File: config.mk
export PLATFORM = sky130hd
export DESIGN_NAME = shared_arith_sequencer
export DESIGN_NICKNAME = d
export VERILOG_FILES = /design/src/rtl/shared_arith_sequencer.sv
export SDC_FILE = /design/constraint.sdc
export NUM_CORES = 1
export LEC_CHECK = 0
export ABC_AREA = 1
export CORE_AREA = 3 3 66 68
export CTS_CLUSTER_SIZE = 10
export DETAILED_ROUTE_END_ITERATION = 7
export DIE_AREA = 0 0 69 71
export PLACE_DENSITY = 0.79
export SLEW_MARGIN = 20
export SYNTH_ARGS = -nofsm -noshare
export SYNTH_HDL_FRONTEND = slang
export SYNTH_SLANG_ARGS = --single-unit
File: constraint.sdc
create_clock -name clock -period 2.7 [get_ports clock]
set_input_delay 0.27 -clock clock [delete_from_list [all_inputs] [get_ports clock]]
set_output_delay 0.27 -clock clock [all_outputs]
set_load 0.05 [all_outputs]
File: src/rtl/shared_arith_sequencer.sv
// shared_arith_sequencer: two requesters share one W-bit add/subtract path.
// Each request runs a+b, then c-d, then the unsigned compare (a+b) < (c-d).
// The result is returned on a valid/ready channel tagged with the requester id.
module shared_arith_sequencer #(
    parameter int W = 4
) (
    input  logic           clock,
    input  logic           reset_L,
    input  logic [1:0]     req_valid,
    output logic [1:0]     req_ready,
    input  logic [2*W-1:0] req_a,
    input  logic [2*W-1:0] req_b,
    input  logic [2*W-1:0] req_c,
    input  logic [2*W-1:0] req_d,
    output logic           resp_valid,
    input  logic           resp_ready,
    output logic           resp_id,
    output logic [W-1:0]   resp_ab,
    output logic [W-1:0]   resp_cd,
    output logic           resp_altb,
    output logic           busy
);

    typedef enum logic [2:0] {
        IDLE = 3'd0,
        ADD  = 3'd1,
        SUB  = 3'd2,
        CMP  = 3'd3,
        RESP = 3'd4
    } state_t;

    state_t         state_q, state_d;
    logic [W-1:0]   a_q, a_d;
    logic [W-1:0]   b_q, b_d;
    logic [W-1:0]   c_q, c_d;
    logic [W-1:0]   d_q, d_d;
    logic [W-1:0]   ab_q, ab_d;
    logic [W-1:0]   cd_q, cd_d;
    logic           altb_q, altb_d;
    logic           id_q, id_d;
    logic           last_grant_q, last_grant_d;

    logic           any_req;
    logic           grant;
    logic [W-1:0]   alu_x;
    logic [W-1:0]   alu_y;
    logic           alu_sub;
    logic [W:0]     alu_sum;

    // Round-robin arbitration: a lone requester wins, a tie goes to the one not served last.
    always_comb begin
        any_req = |req_valid;
        grant   = req_valid[1];
        if (&req_valid) begin
            grant = ~last_grant_q;
        end
    end

    // Ready is only offered in IDLE, and is held low while reset is asserted.
    assign req_ready = (reset_L && (state_q == IDLE) && any_req)
                     ? (grant ? 2'b10 : 2'b01) : 2'b00;

    // Operand routing into the single shared adder; subtraction is x + ~y + 1.
    always_comb begin
        alu_x   = '0;
        alu_y   = '0;
        alu_sub = 1'b0;
        case (state_q)
            ADD: begin
                alu_x = a_q;
                alu_y = b_q;
            end
            SUB: begin
                alu_x   = c_q;
                alu_y   = d_q;
                alu_sub = 1'b1;
            end
            CMP: begin
                alu_x   = ab_q;
                alu_y   = cd_q;
                alu_sub = 1'b1;
            end
            default: begin
                alu_x   = '0;
                alu_y   = '0;
                alu_sub = 1'b0;
            end
        endcase
    end

    // Top bit of a subtraction is the carry-out, which is low exactly when x < y.
    assign alu_sum = {1'b0, alu_x} + {1'b0, alu_y ^ {W{alu_sub}}} + {{W{1'b0}}, alu_sub};

    // Sequencer next-state and datapath register updates.
    always_comb begin
        state_d      = state_q;
        a_d          = a_q;
        b_d          = b_q;
        c_d          = c_q;
        d_d          = d_q;
        ab_d         = ab_q;
        cd_d         = cd_q;
        altb_d       = altb_q;
        id_d         = id_q;
        last_grant_d = last_grant_q;
        case (state_q)
            IDLE: begin
                if (any_req) begin
                    a_d          = grant ? req_a[2*W-1:W] : req_a[W-1:0];
                    b_d          = grant ? req_b[2*W-1:W] : req_b[W-1:0];
                    c_d          = grant ? req_c[2*W-1:W] : req_c[W-1:0];
                    d_d          = grant ? req_d[2*W-1:W] : req_d[W-1:0];
                    id_d         = grant;
                    last_grant_d = grant;
                    state_d      = ADD;
                end
            end
            ADD: begin
                ab_d    = alu_sum[W-1:0];
                state_d = SUB;
            end
            SUB: begin
                cd_d    = alu_sum[W-1:0];
                state_d = CMP;
            end
            CMP: begin
                altb_d  = ~alu_sum[W];
                state_d = RESP;
            end
            RESP: begin
                if (resp_ready) begin
                    state_d = IDLE;
                end
            end
            default: begin
                state_d = IDLE;
            end
        endcase
    end

    // State and datapath registers; reset discards any in-flight request.
    always_ff @(posedge clock or negedge reset_L) begin
        if (!reset_L) begin
            state_q      <= IDLE;
            a_q          <= '0;
            b_q          <= '0;
            c_q          <= '0;
            d_q          <= '0;
            ab_q         <= '0;
            cd_q         <= '0;
            altb_q       <= 1'b0;
            id_q         <= 1'b0;
            last_grant_q <= 1'b1;
        end else begin
            state_q      <= state_d;
            a_q          <= a_d;
            b_q          <= b_d;
            c_q          <= c_d;
            d_q          <= d_d;
            ab_q         <= ab_d;
            cd_q         <= cd_d;
            altb_q       <= altb_d;
            id_q         <= id_d;
            last_grant_q <= last_grant_d;
        end
    end

    // Response fields read zero everywhere except RESP.
    assign resp_valid = (state_q == RESP);
    assign resp_id    = resp_valid ? id_q   : 1'b0;
    assign resp_ab    = resp_valid ? ab_q   : '0;
    assign resp_cd    = resp_valid ? cd_q   : '0;
    assign resp_altb  = resp_valid ? altb_q : 1'b0;
    assign busy       = (state_q != IDLE);

endmodule

## Word level (Yosys, flattened, before mapping)

Index checks and enable logic that the tools add are counted.

- Add/subtract/negate cells: 2
- $mul: 0
- Div/mod/pow operators: 0
- Magnitude comparators: 0
- Eq/ne operators: 6
- Shift-type cells: 0
- Mux-type cells: 17
- Bitwise logic cells: 3
- Reduce and logical (&&, ||, !) cells: 9

Operator list:

| operator | count |
|---|---|
| two-way mux 4 bit | 6 |
| case mux 4 bit (3 select lines) | 2 |
| case mux 3 bit (5 select lines) | 1 |
| == test 3 x 2 -> 1 bit, second input constant | 2 |
| two-way mux 3 bit | 2 |
| AND reduction 2 bit | 3 |
| adder 4 x 4 -> 5 bit | 1 |
| adder 5 x 1 -> 5 bit | 1 |
| two-way mux 1 bit | 4 |
| two-way mux 2 bit | 2 |
| OR reduction 2 bit | 2 |
| bitwise XOR 4 bit | 1 |
| == test 3 x 1 -> 1 bit, second input constant | 1 |
| == test 3 bit, second input constant | 1 |
| zero test 3 bit | 1 |
| nonzero test 3 bit | 1 |
| logical AND 1 bit | 2 |
| != test 2 x 1 -> 1 bit, second input constant | 1 |
| != test 2 bit, second input constant | 1 |
| NOT 1 bit | 2 |

- Bits in registers: 30
- Bits in latches: 0
- Bits in writable memories: 0
- ROM bits: 0
- Output and inout bits: 14
- Memories: 0

## Depth between registers and ports, before layout

Gate-level depths: netlist of the first run.

- Depth after elaboration: 7
- Gate-level depth with buffers: 15
- Depth with buffers taken out: 14

## Least setup slack after synthesis of the first run

No wires, ideal clock.

- Path type: reg2out
- Start: register last_grant_q
- End: output req_ready[0]
- Data arrival time: 2,513 ps
- Required time: 2,430 ps
- Setup slack: -83 ps
- Stages on the path, launching flop included: 6
- Path buffers: 1
- Path through: dfstp_2 > nand2_1 > nand2_1 > inv_2 > buf_4 > nor4_1

- Longest elaborated chain between the ends: 4

RTL lines:

| item | RTL line | source |
|---|---|---|
| from (decl) | 41 | `logic last_grant_q, last_grant_d;` |
| from (signal assigned) | 164 | `last_grant_q <= last_grant_d;` |
| NOT 1 bit | 55 | `grant = ~last_grant_q;` |
| two-way mux 1 bit | 54 | `if (&req_valid) begin` |
| two-way mux 2 bit (2 in a row) | 61 | `? (grant ? 2'b10 : 2'b01) : 2'b00;` |
| to (decl) | 10 | `output logic [1:0] req_ready,` |

No other way between the ends.

## Final worst setup path of the first run

- Start: register state_q[0]
- End: output resp_id

- Longest elaborated chain between the ends: 2

RTL lines:

| item | RTL line | source |
|---|---|---|
| from (decl) | 32 | `state_t state_q, state_d;` |
| from (signal assigned) | 155 | `state_q <= state_d;` |
| == test 3 bit | 169 | `assign resp_valid = (state_q == RESP);` |
| two-way mux 1 bit | 170 | `assign resp_id = resp_valid ? id_q : 1'b0;` |
| to (decl) | 17 | `output logic resp_id,` |

No other way between the ends.

==> flow_summary.json, run 1 <==
{
  "clockPowerShare_pct": 14.4,
  "netlist_area_um2": 1830,
  "crit_chain": "nor2_1 -> nand2_1 -> nor2_1 -> clkdlybuf4s50_1",
  "cp.required_ns": 2.43,
  "netlist_instances": 218,
  "clock_path_buffers": 2,
  "fmax_ghz": 0.392,
  "tightest_slew_ns": 0.500,
  "pwr-share-seq_pct": 27.6,
  "die_h_um": 71,
  "path_delay_family": "buffers and inverters",
  "critPathArrivalTime_ns": 2.28,
  "postCtsSetupBuffers": 0,
  "synth_simple_gate_area_share_pct": 20.1,
  "root_buffer": "clkbuf_8",
  "dp_slack_ns": 0.480,
  "fp.coreArea_um2": 3910,
  "drt-wirelength-per-cell_um": 13.6,
  "areaGrowthSynthToFinish_pct": 35.6,
  "timing.critical_path.mode_cell": "nor2_1",
  "ys_ff_latch": 30,
  "syn-num-nets": 259,
  "path_buf_inv": 1,
  "r2r_slack_ns": 0.42,
  "wl_um": 4360,
  "crit_slowest_cell": "clkdlybuf4s50_1",
  "switchingPower_uw": 1380,
  "nets": 310,
  "reg2reg_from": "state_q[0]$_DFFE_PN0P_",
  "final.setup.tns_ns": 0,
  "synth_compound_area_share_pct": 23.9,
  "grt_pass1_vias": 1616,
  "cts_tree": "yes",
  "p_per_area_nw_per_um2": 1190,
  "cts_max_level": 2,
  "fin_crit_ns": 2.55,
  "dr.pass1.iters": 4,
  "hold_path.class": "input pin to asynchronous set/reset pin",
  "numClockSinks": 30,
  "reg2reg_depth": 9,
  "grt_pass1_wl_um": 7330,
  "insertion_delay_ns": 0.29,
  "critPathKind": "register to primary output",
  "synthXorXnorAreaFrac_pct": 0.955,
  "final_cell_mix": "clkdlybuf4s50_1, nor2_1, o21ai_0, dfrtp_1, inv_1",
  "avgSynthCellArea_um2": 8.41,
  "min_period_over_period_pct": 94.4,
  "clock_skew_ns": 0.00617,
  "critPathMaxStageDelay_ns": 0.84,
  "met3WireLength_um": 322,
  "drive_gt1_share_pct": 18.5,
  "relSlewSlack_pct": 66.5,
  "cap_violations": 0,
  "fp-row-count": 23,
  "path_max_fanout": 12,
  "worst_slack_ns": 0.151,
  "numCtsBuffers": 5,
  "fillers": 361,
  "io_buffers": 50,
  "total_power_uw": 2970,
  "layout_commonest_cell": "clkdlybuf4s50_1",
  "intPower_uw": 1590,
  "yosysSeqAreaShare_pct": 41.0,
  "pwr-share-comb_pct": 58.0,
  "instances_no_fill": 320,
  "die_w_um": 69,
  "p_leak_uw": 0.00112,
  "grt_max_degree": 31,
  "synth-adder-area-share_pct": 3.14,
  "initial_utilization_pct": 46.9,
  "synth_mux_area_share_pct": 0,
  "grt_usage_pct": 18.5,
  "antenna_found_initial": 0,
  "swShare_pct": 46.5,
  "num_vias": 1665,
  "postCtsHoldBufs": 0,
  "overflow": 0,
  "startpoint": "state_q[0]$_DFFE_PN0P_",
  "io-pin-count": 51,
  "ir_drop_mv": 0.524,
  "route.met2.wl_um": 2100,
  "wl_met1_um": 1880,
  "die_area_um2": 4900,
  "synth_top_family_by_area": "compound AO/OA/AOI/OAI gates",
  "status": "finished clean",
  "drtIter0Drc": 121,
  "dp_hpwl_um": 3280,
  "rsz0062_at_grt": "false",
  "cp-start-kind": "register",
  "remaining_drc_errors": 0,
  "r2r-end": "ab_q[2]$_DFFE_PN0N_",
  "ant_nets": 0,
  "drt-vias-per-instance": 5.20,
  "antenna_cells": 0,
  "critical_path_depth": 4,
  "hold_violations": 0,
  "highest_layer": "met4",
  "clk_pin_slew_ns": 0.07,
  "crit_path_end_kind": "primary output",
  "ys_types": 32,
  "dp.cells": 312,
  "slew_violations": 0,
  "setup_viol": 0,
  "yosys_warnings": 0,
  "gp_congestion": 0.955,
  "cts_resized": 0
}
==> worst register-to-register path, delay by kind of cell (launching register included) <==
| family | cells | cell delay [ns] |
|---|---|---|
| buffers and inverters | 2 | 0.36 |
| AOI/OAI and AO/OA | 2 | 0.20 |
| and+or+nand+nor | 3 | 0.43 |
| xor gates and xnor gates | 1 | 0.22 |
| DFF | 1 | 0.55 |
| adders and majority gates | 1 | 0.44 |
==> registers in the layout, indices dropped and copies added, names as in the netlist <==
name / count
altb_q: 1
id_q: 1
last_grant_q: 1
a_q: 4
b_q: 4
c_q: 4
cd_q: 4
ab_q: 4
d_q: 4
state_q: 3
==> power groups by stage <==
stage          logic (µW)  registers, µW  clock network (µW)
2_1_floorplan        1420            759                   0
6_report             1720            821                 426
5_1_grt              1940            842                 451
3_3_place_gp         1660            815                   0
4_1_cts              1740            821                 431
3_5_place_dp         1720            826                   0
==> layout make-up <==
cell class,instances,area [µm²],share of cell area [%]
tap,50,62.6,2.52
clock buffer,8,110,4.43
inverter,33,124,4.98
multi-input combinational,145,888,35.7
timing repair buffer,54,551,22.1
sequential,30,752,30.2
==> worst max path at each step <==
stage / endpoint / slack [ns]
after floorplan: req_ready[0] / 0.49
after global placement: cd_q[2]$_DFFE_PN0N_ / 0.51
after detailed placement: ab_q[2]$_DFFE_PN0N_ / 0.48
after CTS: resp_id / 0.15
after global routing: resp_id / 0.09
final: resp_id / 0.15
==> metrics by stage <==
step | instance area, µm² | hold WS (ns) | util [%]
3_3_place_gp | 2380 | 0.464 | 60.7
4_1_cts | 2490 | 0.478 | 63.6
2_1_floorplan | 1840 | -0.0256 | -
3_5_place_dp | 2380 | 0.467 | 60.7
5_1_grt | 2490 | 0.489 | 63.6
6_report | 2490 | 0.461 | 63.6
==> Yosys cell counts (all sizes together) <==
master | count | area (µm²)
a21oi | 3 | 15.0
a221oi | 1 | 15.0
buf | 7 | 65.1
clkbuf | 3 | 11.3
dfrtp | 29 | 726
dfstp | 1 | 26.3
fa | 1 | 20.0
ha | 3 | 37.5
inv | 33 | 124
nand2 | 27 | 111
nand3 | 9 | 55.1
nand4 | 4 | 25.0
nor2 | 36 | 171
nor4 | 1 | 6.26
o211ai | 1 | 7.51
o21ai | 41 | 239
o221ai | 2 | 17.5
o22ai | 14 | 144
xnor2 | 2 | 17.5
==> cell families after synthesis <==
logic type,Yosys count
simple gates,77
fa+ha+maj,4
buf+inv,43
xor+xnor,2
compound gates,62
flops,30
==> routing by layer <==
| metal | track usage, % | up-vias |
|---|---|---|
| li1 | - | 826 |
| met1 | 23.5 | 766 |
| met2 | 30.9 | 64 |
| met3 | 4.97 | 9 |
| met4 | 6.07 | 0 |
| met5 | 0 | - |
No activity file was read; power rests on OpenSTA's default activity.
==> run 2: changes to the inputs <==
--- a/config.mk
+++ b/config.mk
@@ -6,10 +6,10 @@
 export NUM_CORES = 1
 export LEC_CHECK = 0
 export ABC_AREA = 1
-export CORE_AREA = 3 3 66 68
+export CORE_AREA = 2 2 65 67
 export CTS_CLUSTER_SIZE = 10
 export DETAILED_ROUTE_END_ITERATION = 7
-export DIE_AREA = 0 0 69 71
+export DIE_AREA = 0 0 67 69
 export PLACE_DENSITY = 0.79
 export SLEW_MARGIN = 20
 export SYNTH_ARGS = -nofsm -noshare
==> run 2 against run 1 <==
Effect of this change:
- first-iteration DRC count decreased by 23%
- sequential share of layout area increased by 0.23 points
- worst hold slack improved by 0.0068 ns
- flip-flop and latch count unchanged
- via count decreased by 2.4%
- fmax decreased by 0.29%
- non-clock buffer count unchanged
- total power decreased by 2.7%
- largest power group unchanged
- critical path depth unchanged
- clock power decreased by 13%
- largest cell class unchanged
- global-route usage increased by 1.7 points
- utilization decreased by 0.48 points
==> flow_summary.json, run 2 (synthesized netlist as in run 1, its figures left out) <==
{
  "status": "finished clean",
  "drt-wirelength-per-cell_um": 13.0,
  "switchingPower_uw": 1360,
  "die_w_um": 67,
  "path_max_fanout": 12,
  "setup_viol": 0,
  "insertion_delay_ns": 0.28,
  "grt_max_degree": 31,
  "gp_congestion": 0.873,
  "cap_violations": 0,
  "io_buffers": 50,
  "num_vias": 1625,
  "swShare_pct": 47.0,
  "ir_drop_mv": 0.473,
  "slew_violations": 0,
  "drtIter0Drc": 93,
  "hold_violations": 0,
  "numCtsBuffers": 5,
  "seq_area_um2": 752,
  "nets": 310,
  "crit_path_end_kind": "primary output",
  "cp-start-kind": "register",
  "fin_util_pct": 63.1,
  "pwr-share-seq_pct": 28.4,
  "grt_pass1_vias": 1583,
  "die_h_um": 69,
  "startpoint": "state_q[0]$_DFFE_PN0P_",
  "root_buffer": "clkbuf_8",
  "postCtsHoldBufs": 0,
  "tightest_slew_ns": 0.502,
  "fp-row-count": 23,
  "grt_usage_pct": 20.2,
  "rsz0062_at_grt": "false",
  "antenna_found_initial": 0,
  "areaGrowthSynthToFinish_pct": 34.6,
  "remaining_drc_errors": 0,
  "fmax_ghz": 0.391,
  "p_per_area_nw_per_um2": 1170,
  "postCtsSetupBuffers": 0,
  "final.setup.tns_ns": 0,
  "clock_path_buffers": 2,
  "dp_slack_ns": 0.487,
  "critPathKind": "register to primary output",
  "fillers": 359,
  "cp.required_ns": 2.43,
  "relSlewSlack_pct": 66.4,
  "numClockSinks": 30,
  "fin_crit_ns": 2.56,
  "clk_pin_slew_ns": 0.06,
  "final_cell_mix": "clkdlybuf4s50_1, nor2_1, o21ai_0, dfrtp_1, inv_1",
  "cts_max_level": 2,
  "layout_commonest_cell": "clkdlybuf4s50_1",
  "clock_skew_ns": 0.00459,
  "critPathArrivalTime_ns": 2.29,
  "dp_hpwl_um": 3200,
  "hold_path.class": "input pin to asynchronous set/reset pin",
  "drt-vias-per-instance": 5.08,
  "p_leak_uw": 0.00111,
  "clockPowerShare_pct": 12.8,
  "dr.pass1.iters": 4,
  "reg2reg_from": "state_q[0]$_DFFE_PN0P_",
  "cts_tree": "yes",
  "ant_nets": 0,
  "initial_utilization_pct": 46.9,
  "cts_resized": 0,
  "total_power_uw": 2890,
  "intPower_uw": 1530,
  "min_period_over_period_pct": 94.7,
  "antenna_cells": 0,
  "io-pin-count": 51,
  "holdWs_ns": 0.468,
  "multi_input_area_um2": 888,
  "pwr-share-comb_pct": 58.8,
  "overflow": 0,
  "fp.coreArea_um2": 3910,
  "worst_slack_ns": 0.143,
  "grt_pass1_wl_um": 7180,
  "drive_gt1_share_pct": 18.1,
  "wl_um": 4170,
  "die_area_um2": 4620
}
==> run 2: through the flow <==
stage | cell area, µm² | std cells
after floorplan | 1840 | 218
after global placement | 2380 | 312
after detailed placement | 2380 | 312
after CTS | 2470 | 320
after global routing | 2470 | 320
final | 2470 | 320
==> run 2: metal layers <==
metal,share of wire (%),GRT usage (%),vias up
li1,-,-,823
met1,45,27.2,740
met2,48,31.5,55
met3,5.8,4.08,7
met4,1.7,8.16,0
met5,0,0,-
==> run 2: layout make-up <==
| class | count | area share [%] |
|---|---|---|
| clock buffer | 7 | 3.50 |
| clock inverter | 1 | 0.203 |
| inverter | 33 | 5.02 |
| multi-input combinational | 145 | 36.0 |
| sequential | 30 | 30.5 |
| tap | 50 | 2.53 |
| timing repair buffer | 54 | 22.3 |
==> run 2: final timing paths <==
check,to,slack [ns],cells after the start
max in group asynchronous,last_grant_q$_DFFE_PN1P_,1.92,2
max,resp_id,0.14,4
max reg2reg,ab_q[2]$_DFFE_PN0N_,0.46,9
min in group clock,last_grant_q$_DFFE_PN1P_,0.48,2
min,altb_q$_DFFE_PN0N_,0.47,2
min reg2reg,last_grant_q$_DFFE_PN1P_,0.48,2
==> run 2: power by group through the flow <==
stage	registers, µW	logic, µW	clock network (µW)
after floorplan	759	1420	0
after global placement	818	1660	0
after detailed placement	831	1700	0
after CTS	824	1700	376
after global routing	853	1890	395
final	823	1700	370
==> run 2: worst max-delay path: stages, from the launching register on <==
cell	delay [ns]
dfrtp_1	0.51
nor2_1	0.16
nand2_1	0.27
nor2_1	0.22
clkdlybuf4s50_1	0.83
==> run 3: changes to the inputs <==
--- a/config.mk
+++ b/config.mk
@@ -5,12 +5,12 @@
 export SDC_FILE = /design/constraint.sdc
 export NUM_CORES = 1
 export LEC_CHECK = 0
-export ABC_AREA = 1
-export CORE_AREA = 2 2 65 67
+export ABC_AREA = 0
+export CORE_AREA = 2 2 66 68
 export CTS_CLUSTER_SIZE = 10
 export DETAILED_ROUTE_END_ITERATION = 7
-export DIE_AREA = 0 0 67 69
-export PLACE_DENSITY = 0.79
+export DIE_AREA = 0 0 68 70
+export PLACE_DENSITY = 0.78
 export SLEW_MARGIN = 20
 export SYNTH_ARGS = -nofsm -noshare
 export SYNTH_HDL_FRONTEND = slang
==> run 3 against run 2 <==
Effect of this change:
- clock power increased by 4%
- count of clock-buffer cells in the layout down 1
- synthesized area up 3.8%
- cell area up 8.2%
- critical endpoint is now busy
==> flow_summary.json, run 3 <==
{
  "holdWs_ns": 0.417,
  "crit_path_end_kind": "primary output",
  "slew_violations": 0,
  "p_per_area_nw_per_um2": 1210,
  "overflow": 0,
  "path_max_fanout": 14,
  "fp.coreArea_um2": 4140,
  "nets": 291,
  "final.setup.tns_ns": 0,
  "numCtsBuffers": 5,
  "die_area_um2": 4760,
  "synthArstFlopShare_pct": 100,
  "dr.pass1.iters": 4,
  "synth_top_area_share_pct": 38.1,
  "syn-num-nets": 239,
  "numClockSinks": 30,
  "tightest_slew_ns": 0.541,
  "synthFlopType": "dfrtp_1",
  "fmax_ghz": 0.421,
  "postCtsSetupBuffers": 0,
  "fin_crit_ns": 2.38,
  "reg2reg_depth": 7,
  "fp-row-count": 24,
  "insertion_delay_ns": 0.29,
  "cap_violations": 0,
  "dp_hpwl_um": 3060,
  "gp_congestion": 0.836,
  "cp-start-kind": "register",
  "clock_skew_ns": 0.00302,
  "pwr-share-comb_pct": 60.2,
  "areaGrowthSynthToFinish_pct": 40.3,
  "p_leak_uw": 0.00112,
  "dp.cells": 295,
  "swShare_pct": 45.0,
  "drtIter0Drc": 130,
  "cts_resized": 0,
  "relSlewSlack_pct": 63.9,
  "critPathKind": "register to primary output",
  "yosys_warnings": 0,
  "clockPowerShare_pct": 11.9,
  "clock_path_buffers": 2,
  "root_buffer": "clkbuf_8",
  "antenna_found_initial": 0,
  "ir_drop_mv": 0.600,
  "final_cell_mix": "clkdlybuf4s50_1, nor2_1, dfrtp_1, mux2i_1",
  "synth_area_leaders": "dfrtp_1, mux2i_1, a21oi_2",
  "die_h_um": 70,
  "ys_ff_latch": 30,
  "die_w_um": 68,
  "synth_edf_count": 0,
  "remaining_drc_errors": 0,
  "setup_viol": 0,
  "cp.required_ns": 2.43,
  "io_buffers": 50,
  "postCtsHoldBufs": 0,
  "cts_tree": "yes",
  "io-pin-count": 51,
  "synth_common_cells": "nor2_1, dfrtp_1, mux2i_1, a21oi_2, nand2_1",
  "intPower_uw": 1780,
  "hold_violations": 0,
  "drive_gt1_share_pct": 21.5,
  "grt_pass1_vias": 1459,
  "synth_area_leader_cell": "dfrtp_1",
  "rsz0062_at_grt": "false",
  "avgSynthCellArea_um2": 9.62,
  "initial_utilization_pct": 46.0,
  "status": "finished clean",
  "antenna_cells": 0,
  "netlist_area_um2": 1900,
  "grt_max_degree": 31,
  "instances_no_fill": 303,
  "yosysSeqAreaShare_pct": 39.5,
  "min_period_over_period_pct": 88.0,
  "wl_um": 3910,
  "fin_util_pct": 64.5,
  "yosysMostFrequentCell": "nor2_1",
  "pwr-share-seq_pct": 28.0,
  "switchingPower_uw": 1450,
  "netlist_instances": 198,
  "grt_usage_pct": 19.4,
  "cts_max_level": 2,
  "drt-vias-per-instance": 5.16,
  "clk_pin_slew_ns": 0.07,
  "grt_pass1_wl_um": 6920,
  "ys_types": 42,
  "num_vias": 1562,
  "hold_path.class": "input pin to asynchronous set/reset pin",
  "layout_commonest_cell": "clkdlybuf4s50_1",
  "drt-wirelength-per-cell_um": 12.9,
  "critPathArrivalTime_ns": 2.11,
  "ant_nets": 0
}
## run 3: changes by cell type after synthesis, sizes merged, moves of 4 or more
cell	delta
nand2	-13
mux2i	+21
nand4	-4
nand2b	+6
nand3	-8
mux2	+6
nor2	-4
and2	+10
o21ai	-33
a21oi	+23
o22ai	-13
inv	-28
## run 3: per-stage QoR
step / setup slack [ns] / area [µm²] / power, µW
after floorplan: 0.426 / 1900 / 2370
after global placement: 0.473 / 2580 / 2810
after detailed placement: 0.430 / 2580 / 2850
after CTS: 0.312 / 2670 / 3250
after global routing: 0.105 / 2670 / 3510
final: 0.324 / 2670 / 3230
## run 3: final timing paths
check,from,endpoint,slack (ns)
hold / removal,reset_L,b_q[2]$_DFFE_PN0P_,0.42
setup reg to reg,state_q[1]$_DFFE_PN0P_,ab_q[2]$_DFFE_PN0N_,0.40
min in group clock,id_q$_DFFE_PN0P_,id_q$_DFFE_PN0P_,0.51
hold reg to reg,id_q$_DFFE_PN0P_,id_q$_DFFE_PN0P_,0.51
max in group asynchronous,reset_L,last_grant_q$_DFFE_PN1P_,1.97
setup / recovery,state_q[1]$_DFFE_PN0P_,busy,0.32
## run 3: metal layers
metal	wire length, µm	part of all wire [%]	vias to the layer above	global-route usage (%)
li1	-	-	782	-
met1	1710	44	717	26.1
met2	1870	48	56	28.9
met3	221	5.7	7	3.54
met4	106	2.7	0	10.9
met5	0	0	-	0
## run 3: logic make-up (layout without fill, tap and decap cells)
kind of cell             count (synthesis)  in the layout  share of synthesized area, %
adder cells (fa/ha/maj)                  4              4                          3.02
AND/OR/NAND/NOR                         71             71                          18.4
XOR/XNOR                                 2              2                         0.920
buffers and inverters                   16             69                          5.45
flip-flops                              30             30                          39.5
AO/OA/AOI/OAI                           48             48                          17.9
multiplexers                            27             27                          14.8
## run 3: power by group through the flow
| stage | sequential (µW) | clock, µW | combinational [µW] |
|---|---|---|---|
| 2_1_floorplan | 793 | 0 | 1580 |
| 3_3_place_gp | 898 | 0 | 1920 |
| 3_5_place_dp | 910 | 0 | 1940 |
| 4_1_cts | 902 | 395 | 1950 |
| 5_1_grt | 942 | 412 | 2160 |
| 6_report | 903 | 384 | 1940 |
## run 3: final cells by class
cell class / instances / area [µm²]
sequential: 30 / 752
clock inverter: 2 / 12.5
multi-input combinational: 152 / 1050
clock buffer: 6 / 82.6
tap: 52 / 65.1
inverter: 5 / 18.8
fill: 351 / 1470
timing repair buffer: 56 / 688
## run 3: worst max-delay path, stage by stage (launching register included)
cell             delay, ns
dfrtp_1               0.46
buf_4                 0.23
or3_4                 0.42
clkdlybuf4s50_1       0.72
==> patch 1, RTL diff (config.mk and constraints of run 1) <==
Reset style: synchronous (`reset_L`), changed in one clocked block.
--- a/src/rtl/shared_arith_sequencer.sv
+++ b/src/rtl/shared_arith_sequencer.sv
@@ -139,7 +139,7 @@
     end
 
     // State and datapath registers; reset discards any in-flight request.
-    always_ff @(posedge clock or negedge reset_L) begin
+    always_ff @(posedge clock) begin
         if (!reset_L) begin
             state_q      <= IDLE;
             a_q          <= '0;
Behaviour: differs if reset_L is asserted again (counterexample within 4 cycles, from zero or initial values and one cycle with reset_L low); with reset_L held inactive, the same outputs for 10 cycles.
==> patch 1 against run 1 <==
  * First-iteration DRC count is 16% higher
  * Design area down 6.6%
  * Setup slack improved by 190 ps
  * Sequential cell count unchanged
  * Area after synthesis is 9.3% lower
  * Cell count grew 6.9%
  * Wire length is 4.1% higher
  * Largest cell class unchanged
  * Highest routed layer unchanged
Power is not compared: it rests on default switching activity, and its combinational part moved more than twofold at a synthesized area within 25%.
==> patch 1: results (changes against run 1) <==
- Pre-CTS setup slack: 370 ps (was 480 ps)
- Slowest stage delay, CP: 490 ps (was 840 ps)
- Root buffer cell: clkbuf_8 (unchanged)
- Hpwl dp: 3.43 mm (was 3.28 mm)
- Synthesized area per cell: 6.96 um^2 (was 8.41 um^2)
- CTS Buffer Depth: 2 (unchanged)
- Pin count of the biggest net entering global routing: 22 (was 31)
- Yosys cell types: 32 (unchanged)
- RePlAce Congestion: 0.837 (was 0.955)
- Critical-path top delay cell: dfxtp_1 (was clkdlybuf4s50_1)
- VDD IR-drop max: 0.453 mV
- Via density: 5.22 (was 5.20)
- Syn_nets: 280 (was 259)
- Pleak: 0.941 nW
- CP arrival: 2550 ps (was 2280 ps)
- Top cells by count, synth: 46 x a21oi_1, 41 x nand2_1, 30 x dfxtp_1 (was 31 x nor2_1, 31 x o21ai_0, 29 x dfrtp_1)
- Worst clock skew: 5.51 ps (was 6.17 ps)
- Pint: 0.000880 W
- CTS buffer count: 5 (unchanged)
- Yosys warning count: 0 (unchanged)
- Crit Path Max Fanout: 8 (was 12)
- First DRT Iteration DRCs: 140 (was 121)
- CP delay by family, top: simple AND/OR/NAND/NOR gates (was buffers and inverters)
- Clock latency on the worst-skew pair: 290 ps (about the same)
- Max transition margin: 0.652 (was 0.665)
- Vias in the first global route: 1,716 (was 1,616)
- Initial antenna violation count: 0 (unchanged)
- ANT cells: 0 (unchanged)
- Postcts setup bufs: 0 (unchanged)
- Drt pass-1 iters: 4 (unchanged)
- DP Area: 0.00223 mm^2 (was 0.00238 mm^2)
- DRT Wirelength: 4.54 mm (was 4.36 mm)
- Share of cells above drive strength 1: 0.110 (was 0.185)
- Period minus WS final: 2360 ps (was 2550 ps)
- Hold slack: 471 ps (was 461 ps)
- Fin nets: 332 (was 310)
- # H-tree levels: 2 (unchanged)
- Worst-path clk slew: 60 ps
- Hold WC Path Type: flop to flop (was input pin to async pin)
- Global-route wire length before repair: 7.74 mm (was 7.33 mm)
- Overall routing resource usage: 0.197 (was 0.185)
- Area contributors post-synth: dfxtp_1 36%, a21oi_1 14%, nand2_1 9.3%, o21ai_0 7.2%, inv_1 6.3% (was dfrtp_1 40%, o21ai_0 8.5%, nor2_1 6.3%, o22ai_2 6.1%, inv_1 5.5%)
- Asr flop ratio synth: 0 (was 1.00)
- Port Buffers: 50 (unchanged)
- Seq/Total Area, Yosys: 0.361 (was 0.410)
- Flop2flop setup slack: 340 ps (was 420 ps)
- Status: finished, final reports clean (unchanged)
- Total number of vias: 1,784 (was 1,665)
[patch 1: path summary, 6_finish.rpt]
path / depth (start not counted) / to / from
worst max-delay path: 16 / cd_q[3] / state_q[1]
worst min-delay path: 2 / id_q / id_q
worst max register to register: 16 / cd_q[3] / state_q[1]
worst min register to register: 2 / id_q / id_q
[patch 1: layout make-up]
class,count,area [um^2]
fillers,365,1590
clock inverters,1,5.00
inverters,33,124
multi-input cells,166,886
clock buffers,7,86.3
repair buffers,55,558
well taps,50,62.6
flip-flops and latches,30,602
[patch 1: cells by family (layout without fill, tap and decap cells)]
group | after synthesis | count (layout) | synth area share
flops | 30 | 30 | 0.361
compound gates | 81 | 81 | 0.273
simple gates | 80 | 80 | 0.220
fa+ha+maj | 4 | 4 | 0.0346
xor+xnor | 1 | 1 | 0.00527
buf+inv | 43 | 96 | 0.106
[patch 1: repair_timing]
action | 4_1_cts | 5_1_grt
hold endpoints to repair | 0 | 0
setup endpoints to repair | 0 | 1
gates resized for setup | 0 | 1
[patch 1: per-layer routing]
| metal | GRT usage | up-vias | part of all wire |
|---|---|---|---|
| li1 | - | 904 | - |
| met1 | 0.245 | 799 | 0.45 |
| met2 | 0.324 | 76 | 0.46 |
| met3 | 0.0568 | 5 | 0.067 |
| met4 | 0.0738 | 0 | 0.015 |
| met5 | 0 | - | 0 |
[patch 1: tightest hold or removal path, delay by kind of cell (launching register included)]
| kind | cells | cell delay, ps |
|---|---|---|
| flops | 1 | 310 |
| compound gates | 1 | 50 |
| simple gates | 1 | 60 |
[patch 1: power by group through the flow]
stage                     combinational, W  sequential, W  clock (W)
after floorplan                   0.000282       0.000535          0
after global placement            0.000395       0.000552          0
after detailed placement          0.000403       0.000553          0
after CTS                         0.000406       0.000544   0.000379
after global routing              0.000458       0.000552   0.000400
final                             0.000408       0.000546   0.000371
==> patch 2, RTL diff (config.mk and constraints of run 1) <==
Made on the original files. The parameter `W` goes from 4 to 3.
--- a/src/rtl/shared_arith_sequencer.sv
+++ b/src/rtl/shared_arith_sequencer.sv
@@ -2,7 +2,7 @@
 // Each request runs a+b, then c-d, then the unsigned compare (a+b) < (c-d).
 // The result is returned on a valid/ready channel tagged with the requester id.
 module shared_arith_sequencer #(
-    parameter int W = 4
+    parameter int W = 3
 ) (
     input  logic           clock,
     input  logic           reset_L,
Interface: changed (6 resized); port bits go from 51 to 41. No check against the original RTL was run, so the function may have changed too.
==> patch 2 against run 1 <==
  * Area after synthesis decreased by 21%
  * Setup slack gained 110 ps
  * Worst hold slack worse by 4.2 ps
  * Wire length fell by 21%
  * Cell count down 15%
  * Critical path depth is the same
  * Count of clock-buffer cells in the layout shrank 4
  * Design area fell by 22%
  * Total power fell by 27%
  * Sequential cell count shrank 6
==> patch 2: results (changes against run 1) <==
- CP arrival: 2170 ps (was 2280 ps)
- Overall routing resource usage: 0.152 (was 0.185)
- Hpwl dp: 2.65 mm (was 3.28 mm)
- M3 GR Usage: 0.0355 (was 0.0497)
- Pleak: 0.900 nW (was 1.12 nW)
- Seq/Total Area, Yosys: 0.416 (was 0.410)
- Slowest stage delay, CP: 810 ps (was 840 ps)
- Status: finished, final reports clean (unchanged)
- Flop2flop setup slack: 570 ps (was 420 ps)
- Syn_nets: 215 (was 259)
- Top cells by count, synth: 29 x nand2_1, 28 x nor2_1, 28 x o21ai_0 (was 31 x nor2_1, 31 x o21ai_0, 29 x dfrtp_1)
- Met3 wire len: 203 um (was 322 um)
- DP Area: 0.00189 mm^2 (was 0.00238 mm^2)
- # fillers: 407 (was 361)
- Yosys cell types: 30 (was 32)
- Via density: 4.95 (was 5.20)
- Share of cells above drive strength 1: 0.113 (was 0.185)
- Pin count of the biggest net entering global routing: 25 (was 31)
- Met2 track demand over resource: 0.264 (was 0.309)
- Grt met1 use: 0.190 (was 0.235)
- Wirelength per Cell: 12.7 um (was 13.6 um)
- Worst-case reg-to-reg path depth: 10 (was 9)
- Slew @ Worst Pin: 866 ps (was 500 ps)
- Area contributors post-synth: dfrtp_1 40%, o21ai_0 9.7%, nand2_1 7.5%, nor2_1 7.3%, inv_1 6.2% (was dfrtp_1 40%, o21ai_0 8.5%, nor2_1 6.3%, o22ai_2 6.1%, inv_1 5.5%)
- Fin nets: 254 (was 310)
- R2r startpoint: state_q[2] (was state_q[0])
- Mux cell area share after synthesis: 0 (unchanged)
- Met2 routed wirelength: 1.68 mm (was 2.10 mm)
- Clock latency on the worst-skew pair: 270 ps (was 290 ps)
- Port Buffers: 40 (was 50)
- Final WS setup: 261 ps (was 151 ps)
- Vias in the first global route: 1,364 (was 1,616)
- VDD IR-drop max: 0.484 mV (was 0.524 mV)
- Multi-input gate area: 688 um^2 (was 888 um^2)
- Root buffer cell: clkbuf_8 (unchanged)
- Post-route insts no fill: 271 (was 320)
- Post-Synth Adder-Cell Area: 0.0311 (was 0.0314)
- Worst clock skew: 3.16 ps (was 6.17 ps)
- Post-CTS Resized: 0 (unchanged)
- Synthesized area per cell: 7.90 um^2 (was 8.41 um^2)
- First DRT Iteration DRCs: 77 (was 121)
- Asr flop ratio synth: 1.00 (unchanged)
- Crit Path Max Fanout: 11 (was 12)
- Hold slack: 457 ps (was 461 ps)
- Pre-CTS setup slack: 536 ps (was 480 ps)
- Post-synthesis xor/xnor area fraction: 0.00606 (was 0.00955)
- Met1 wire length: 1.52 mm (was 1.88 mm)
- Global-route wire length before repair: 6.03 mm (was 7.33 mm)
- # H-tree levels: 1 (was 2)
==> patch 2: cell count changes after synthesis, sizes merged, moves of 4 or more <==
| cell | before | now |
|---|---|---|
| nand2 | 27 | 31 |
| inv | 33 | 26 |
| nor2 | 36 | 31 |
| o21ai | 41 | 34 |
| dfrtp | 29 | 23 |
| o22ai | 14 | 9 |
==> patch 2: worst max-delay path, delay by kind of cell, from the launching register on <==
family | cells | cell delay [ps]
flip-flops | 1 | 500
buffers and inverters | 1 | 810
AND/OR/NAND/NOR | 3 | 590
==> patch 2: layout make-up <==
cell class,count,area share
Clock buffer,4,0.0284
Inverter,26,0.0503
Timing Repair Buffer,42,0.224
Sequential cell,24,0.310
Multi-Input combinational cell,125,0.355
Tap cell,50,0.0322
==> patch 2: power by group <==
group	internal, W	leakage (nW)	total (W)	switching (W)
registers	0.000542	0.295	0.000669	0.000127
clock network	0.000130	0.0288	0.000248	0.000117
logic	0.000465	0.575	0.00125	0.000790
